`src/rtl/epw22_alu_responder.sv`:
```
// EPW22 responder: takes op/tag/operand A on a start cycle and operand B on the next cycle,
// then waits 'tag' extra cycles and presents a single-cycle valid with the ALU result.
module epw22_alu_responder #(
  parameter int DATA_WIDTH   = 8,
  parameter int RESULT_WIDTH = 16,
  parameter int TAG_WIDTH    = 2,
  parameter int OP_WIDTH     = 3
) (
  input  logic                    clk,
  input  logic                    reset,
  input  logic [OP_WIDTH-1:0]     op,
  input  logic [TAG_WIDTH-1:0]    tag,
  input  logic [DATA_WIDTH-1:0]   data,
  output logic                    ready,
  output logic                    valid,
  output logic [RESULT_WIDTH-1:0] result,
  output logic [1:0]              rtag,
  output logic                    error,
  output logic [1:0]              o_dbg_state
);

  typedef enum logic [1:0] {S_IDLE = 2'd0, S_OPB = 2'd1, S_WAIT = 2'd2, S_DONE = 2'd3} state_t;

  localparam logic [OP_WIDTH-1:0] OP_ADD = OP_WIDTH'(1);
  localparam logic [OP_WIDTH-1:0] OP_SUB = OP_WIDTH'(2);
  localparam logic [OP_WIDTH-1:0] OP_MUL = OP_WIDTH'(3);
  localparam logic [OP_WIDTH-1:0] OP_AND = OP_WIDTH'(4);
  localparam logic [OP_WIDTH-1:0] OP_OR  = OP_WIDTH'(5);
  localparam logic [OP_WIDTH-1:0] OP_XOR = OP_WIDTH'(6);
  localparam logic [OP_WIDTH-1:0] OP_DIV = OP_WIDTH'(7);

  state_t                  r_state;
  state_t                  w_next;
  logic [OP_WIDTH-1:0]     r_op;
  logic [TAG_WIDTH-1:0]    r_tag;
  logic [TAG_WIDTH-1:0]    r_cnt;
  logic [DATA_WIDTH-1:0]   r_a;
  logic [DATA_WIDTH-1:0]   r_b;
  logic [RESULT_WIDTH-1:0] r_result;
  logic [1:0]              r_rtag;
  logic                    r_error;
  logic [RESULT_WIDTH-1:0] w_a_ext;
  logic [RESULT_WIDTH-1:0] w_b_ext;
  logic [RESULT_WIDTH-1:0] w_alu;
  logic                    w_err;

  assign w_a_ext = RESULT_WIDTH'(r_a);
  assign w_b_ext = RESULT_WIDTH'(r_b);

  always_comb begin
    w_alu = '0;
    w_err = 1'b0;
    case (r_op)
      OP_ADD: w_alu = w_a_ext + w_b_ext;
      OP_SUB: w_alu = w_a_ext - w_b_ext;
      OP_MUL: w_alu = w_a_ext * w_b_ext;
      OP_AND: w_alu = w_a_ext & w_b_ext;
      OP_OR:  w_alu = w_a_ext | w_b_ext;
      OP_XOR: w_alu = w_a_ext ^ w_b_ext;
      OP_DIV: begin
        if (r_b == '0) w_err = 1'b1;
        else           w_alu = w_a_ext / w_b_ext;
      end
      default: w_alu = '0;
    endcase
  end

  always_ff @(posedge clk or negedge reset) begin
    if (!reset) r_state <= S_IDLE;
    else        r_state <= w_next;
  end

  always_comb begin
    w_next = r_state;
    case (r_state)
      S_IDLE: if (op != '0) w_next = S_OPB;
      S_OPB:  w_next = S_WAIT;
      S_WAIT: if (r_cnt == '0) w_next = S_DONE;
      S_DONE: w_next = S_IDLE;
      default: w_next = S_IDLE;
    endcase
  end

  // Handshake: a start is taken only while ready=1 and op!=0; valid is a one-cycle
  // pulse in DONE, and ready cannot be high then, so a start never overlaps valid.
  always_comb begin
    ready = (r_state == S_IDLE);
    valid = (r_state == S_DONE);
  end

  always_ff @(posedge clk or negedge reset) begin
    if (!reset) begin
      r_op     <= '0;
      r_tag    <= '0;
      r_cnt    <= '0;
      r_a      <= '0;
      r_b      <= '0;
      r_result <= '0;
      r_rtag   <= '0;
      r_error  <= 1'b0;
    end else begin
      case (r_state)
        S_IDLE: begin
          if (op != '0) begin
            r_op  <= op;
            r_tag <= tag;
            r_a   <= data;
          end
        end
        S_OPB: begin
          r_b   <= data;
          r_cnt <= r_tag;
        end
        S_WAIT: begin
          if (r_cnt == '0) begin
            r_result <= w_alu;
            r_error  <= w_err;
            r_rtag   <= r_tag[1:0];
          end else begin
            r_cnt <= r_cnt - 1'b1;
          end
        end
        S_DONE: r_error <= 1'b0;
        default: r_error <= 1'b0;
      endcase
    end
  end

  assign result      = r_result;
  assign rtag        = r_rtag;
  assign error       = r_error;
  assign o_dbg_state = r_state;

endmodule

```
`config.mk`:
```
export PLATFORM = sky130hd
export DESIGN_NAME = epw22_alu_responder
export DESIGN_NICKNAME = d
export VERILOG_FILES = /design/src/rtl/epw22_alu_responder.sv
export SDC_FILE = /design/constraint.sdc
export NUM_CORES = 1
export LEC_CHECK = 0
export BUFFER_PORTS_ARGS = -buffer_cell sky130_fd_sc_hd__buf_4
export CAP_MARGIN = 20
export CELL_PAD_IN_SITES_DETAIL_PLACEMENT = 0
export CELL_PAD_IN_SITES_GLOBAL_PLACEMENT = 1
export CORE_MARGIN = 5
export CORE_UTILIZATION = 30
export CTS_BUF_LIST = sky130_fd_sc_hd__clkbuf_4 sky130_fd_sc_hd__clkbuf_8
export CTS_CLUSTER_DIAMETER = 150
export CTS_CLUSTER_SIZE = 12
export DETAILED_ROUTE_END_ITERATION = 7
export PLACE_DENSITY = 0.56
export SLEW_MARGIN = 20
export SYNTH_ARGS = -nofsm -noshare
export SYNTH_HDL_FRONTEND = slang
export SYNTH_SLANG_ARGS = --single-unit
```
`constraint.sdc`:
```
create_clock -name clk -period 88.8 [get_ports clk]
set_input_delay 4.44 -clock clk [delete_from_list [all_inputs] [get_ports clk]]
set_output_delay 4.44 -clock clk [all_outputs]
set_load 0.005 [all_outputs]
```
==> results.cfg <==
[synth]
synth_most_common_cell = ha_1
ys_seq_elements = 44
ys_warn_count = 0
synth_top_area_cell = ha_1
yosys-top-cells-count = ha_1 (167), nor2_1 (113), nand2_1 (108)
ys_seq_area_frac = 0.1087
netlist_instances = 1284
syn-cell-area_um2 = 10130
syn_area_per_cell_um2 = 7.890
yosysUniqueCellTypes = 85
synthArstFlopShare = 1.000
synth_edf_count = 0
synth_ff_type = dfrtp_1
synth_area_leaders = ha_1 (21%), dfrtp_1 (11%), fa_1 (7.5%)
synth_top_area_frac = 0.2062

[place]
dp.cells = 1761
gp_congestion = 0.8403
hpwl_mm = 25.90
dp_slack_ns = 56.76
port_buffers = 37

[setup_path]
r2r_slack_ns = 56.92
rr_startpoint = r_b[0]
criticalPathCategory = reg -> reg
timing.critical_path.mode_cell = o21a_1
cpPeakStageDelay_ns = 0.70
cp_max_fo = 17
endpoint_kind = register
rr_worst_depth = 131
worstReg2RegEnd = result[0]
cp_data_required_time_ns = 88.98
crit_path_top_delay_cell = a2111oi_1
startpoint_type = register
arrival_ns = 32.07

[cts]
clkSlewWorstSetupHoldPaths_ns = 0.10
cts-htree-levels = 2
cts_buffer_depth = 2
cts_resized = 0
cts_setup_buffers = 0
ctsHoldBuffers = 0
cts_inserted_buffers = 5
cts-root-buf = clkbuf_8
clock_latency_ns = 0.32
clock_sinks = 44
tritoncts = yes

[timing]
clock_skew_ns = 0.009570
setup_viol = 0
period_needed_ns = 31.88
fmax_ghz = 0.03136
hold_viol = 0
drv_slew = 0
rsz0062_at_grt = no
setup_slack_ns = 56.92
tightest_slew_ns = 0.9724
fin_tns_setup_ns = 0
fin_crit_sh = 0.3591
maxSlewHeadroom = 0.3510

[min_path]
min_to = r_cnt[0]
min_path_type = reg -> reg
hold_start = r_cnt[0]
holdPathStages = 1

[final_layout]
layout.nets = 1540
antenna_cells = 0
finalNonFillerCells = 1769
area_growth_pct = 9.683
post-route-util = 0.3322
drive_gt1_frac = 0.09614

[global_route]
grt_pass1_wl_mm = 51.64
grt_pass1_vias = 9269
antenna_found_initial = 0
grt_max_degree = 45
grt.overflow.total = 0
track_usage = 0.1681

[routing]
wl_mm = 32.73
vias_per_cell = 5.403
drc = 0
first_pass_iters = 5
wl_per_cell_um = 18.50
drt-initial-drc-count = 544
ant_nets = 0
num_vias = 9558

[run]
drv_cap = 0

[floorplan]
die_width_um = 193.8
initial_core_util = 0.3029
ios = 38
dieArea_um2 = 37540
rows = 67
core-area_um2 = 33450
dieHeight_um = 193.8

[run_status]
run_status = completed
metal layers:
metal	vias up	wire length (um)	GRT usage
met1	4570	16590	0.2444
li1	4784	-	-
met2	174	14660	0.2759
met5	-	0	0
met3	30	971	0.01668
met4	0	503	0.02570
cell usage in the layout, fill, tap and decap left out, types with 6 or more instances in the layout:
master    instances
a211oi_1         16
a21o_1           32
a21oi_1          82
a221o_1           6
a221oi_1         11
a22o_1            9
a31oi_1          10
and2_1            6
and3_1           10
buf_4            54
conb_1            8
dfrtp_1          44
fa_1             38
ha_1            167
inv_1           102
mux2_2           33
mux2i_1          20
nand2_1         108
nand2b_1         16
nand3_1          21
nand4_1          14
nor2_1          113
nor2b_1          13
nor3_1           57
o211ai_1         10
o21a_1           44
o21ai_0          70
o21ai_1           7
o21bai_1         12
o221ai_1          7
o22ai_1           6
o31ai_1          16
or2_2            12
or3_1            10
xnor2_1          31
xor2_1           13
per-stage QoR:
step           cell area [um2]  hold WS (ns)
2_1_floorplan            10160        0.4477
3_3_place_gp             11000        0.4628
3_5_place_dp             11000        0.4655
4_1_cts                  11110        0.4835
5_1_grt                  11110        0.5229
6_report                 11110        0.4835
cells by family after synthesis:
family                   after synthesis  share of synthesized area
other                                  1                  0.0003702
buffers and inverters                136                    0.05113
XOR/XNOR                              45                    0.03964
multiplexers                          56                    0.06089
AO/OA/AOI/OAI                        390                     0.2641
flip-flops                            44                     0.1087
AND/OR/NAND/NOR                      407                     0.1939
adder cells (fa/ha/maj)              205                     0.2813
critical path, delay by kind of cell (launching register included):
kind / cells / cell delay (ns)
compound gates: 75 / 17.87
simple gates: 34 / 6.95
fa+ha+maj: 15 / 4.59
mux: 5 / 1.42
flops: 1 / 0.60
buf+inv: 2 / 0.22
worst max-delay path by stage:
stage / end / startpoint / cells after the start
after floorplan: result[0] / r_b[0] / 132
after global placement: result[0] / r_b[0] / 126
after detailed placement: result[0] / r_b[0] / 131
after CTS: result[0] / r_b[0] / 131
after global routing: result[0] / r_b[0] / 132
final: result[0] / r_b[0] / 131
area by class of cell:
cell class | count | area, um2
inverters | 104 | 390.4
repair buffers | 54 | 405.4
multi-input cells | 1111 | 8539
clock buffers | 5 | 68.82
fillers | 3572 | 22340
flip-flops and latches | 44 | 1101
well taps | 448 | 560.5
clock inverters | 3 | 46.29
registers in the layout, summed over array words and instances, names as in the netlist:
register     cells
rtag             2
r_a              8
error            1
o_dbg_state      2
r_b              8
result          16
r_tag            2
r_op             3
r_cnt            2
Power is left out: the tool's default activity adds up to more than one toggle a clock period on the data nets, which glitch-free logic cannot reach.
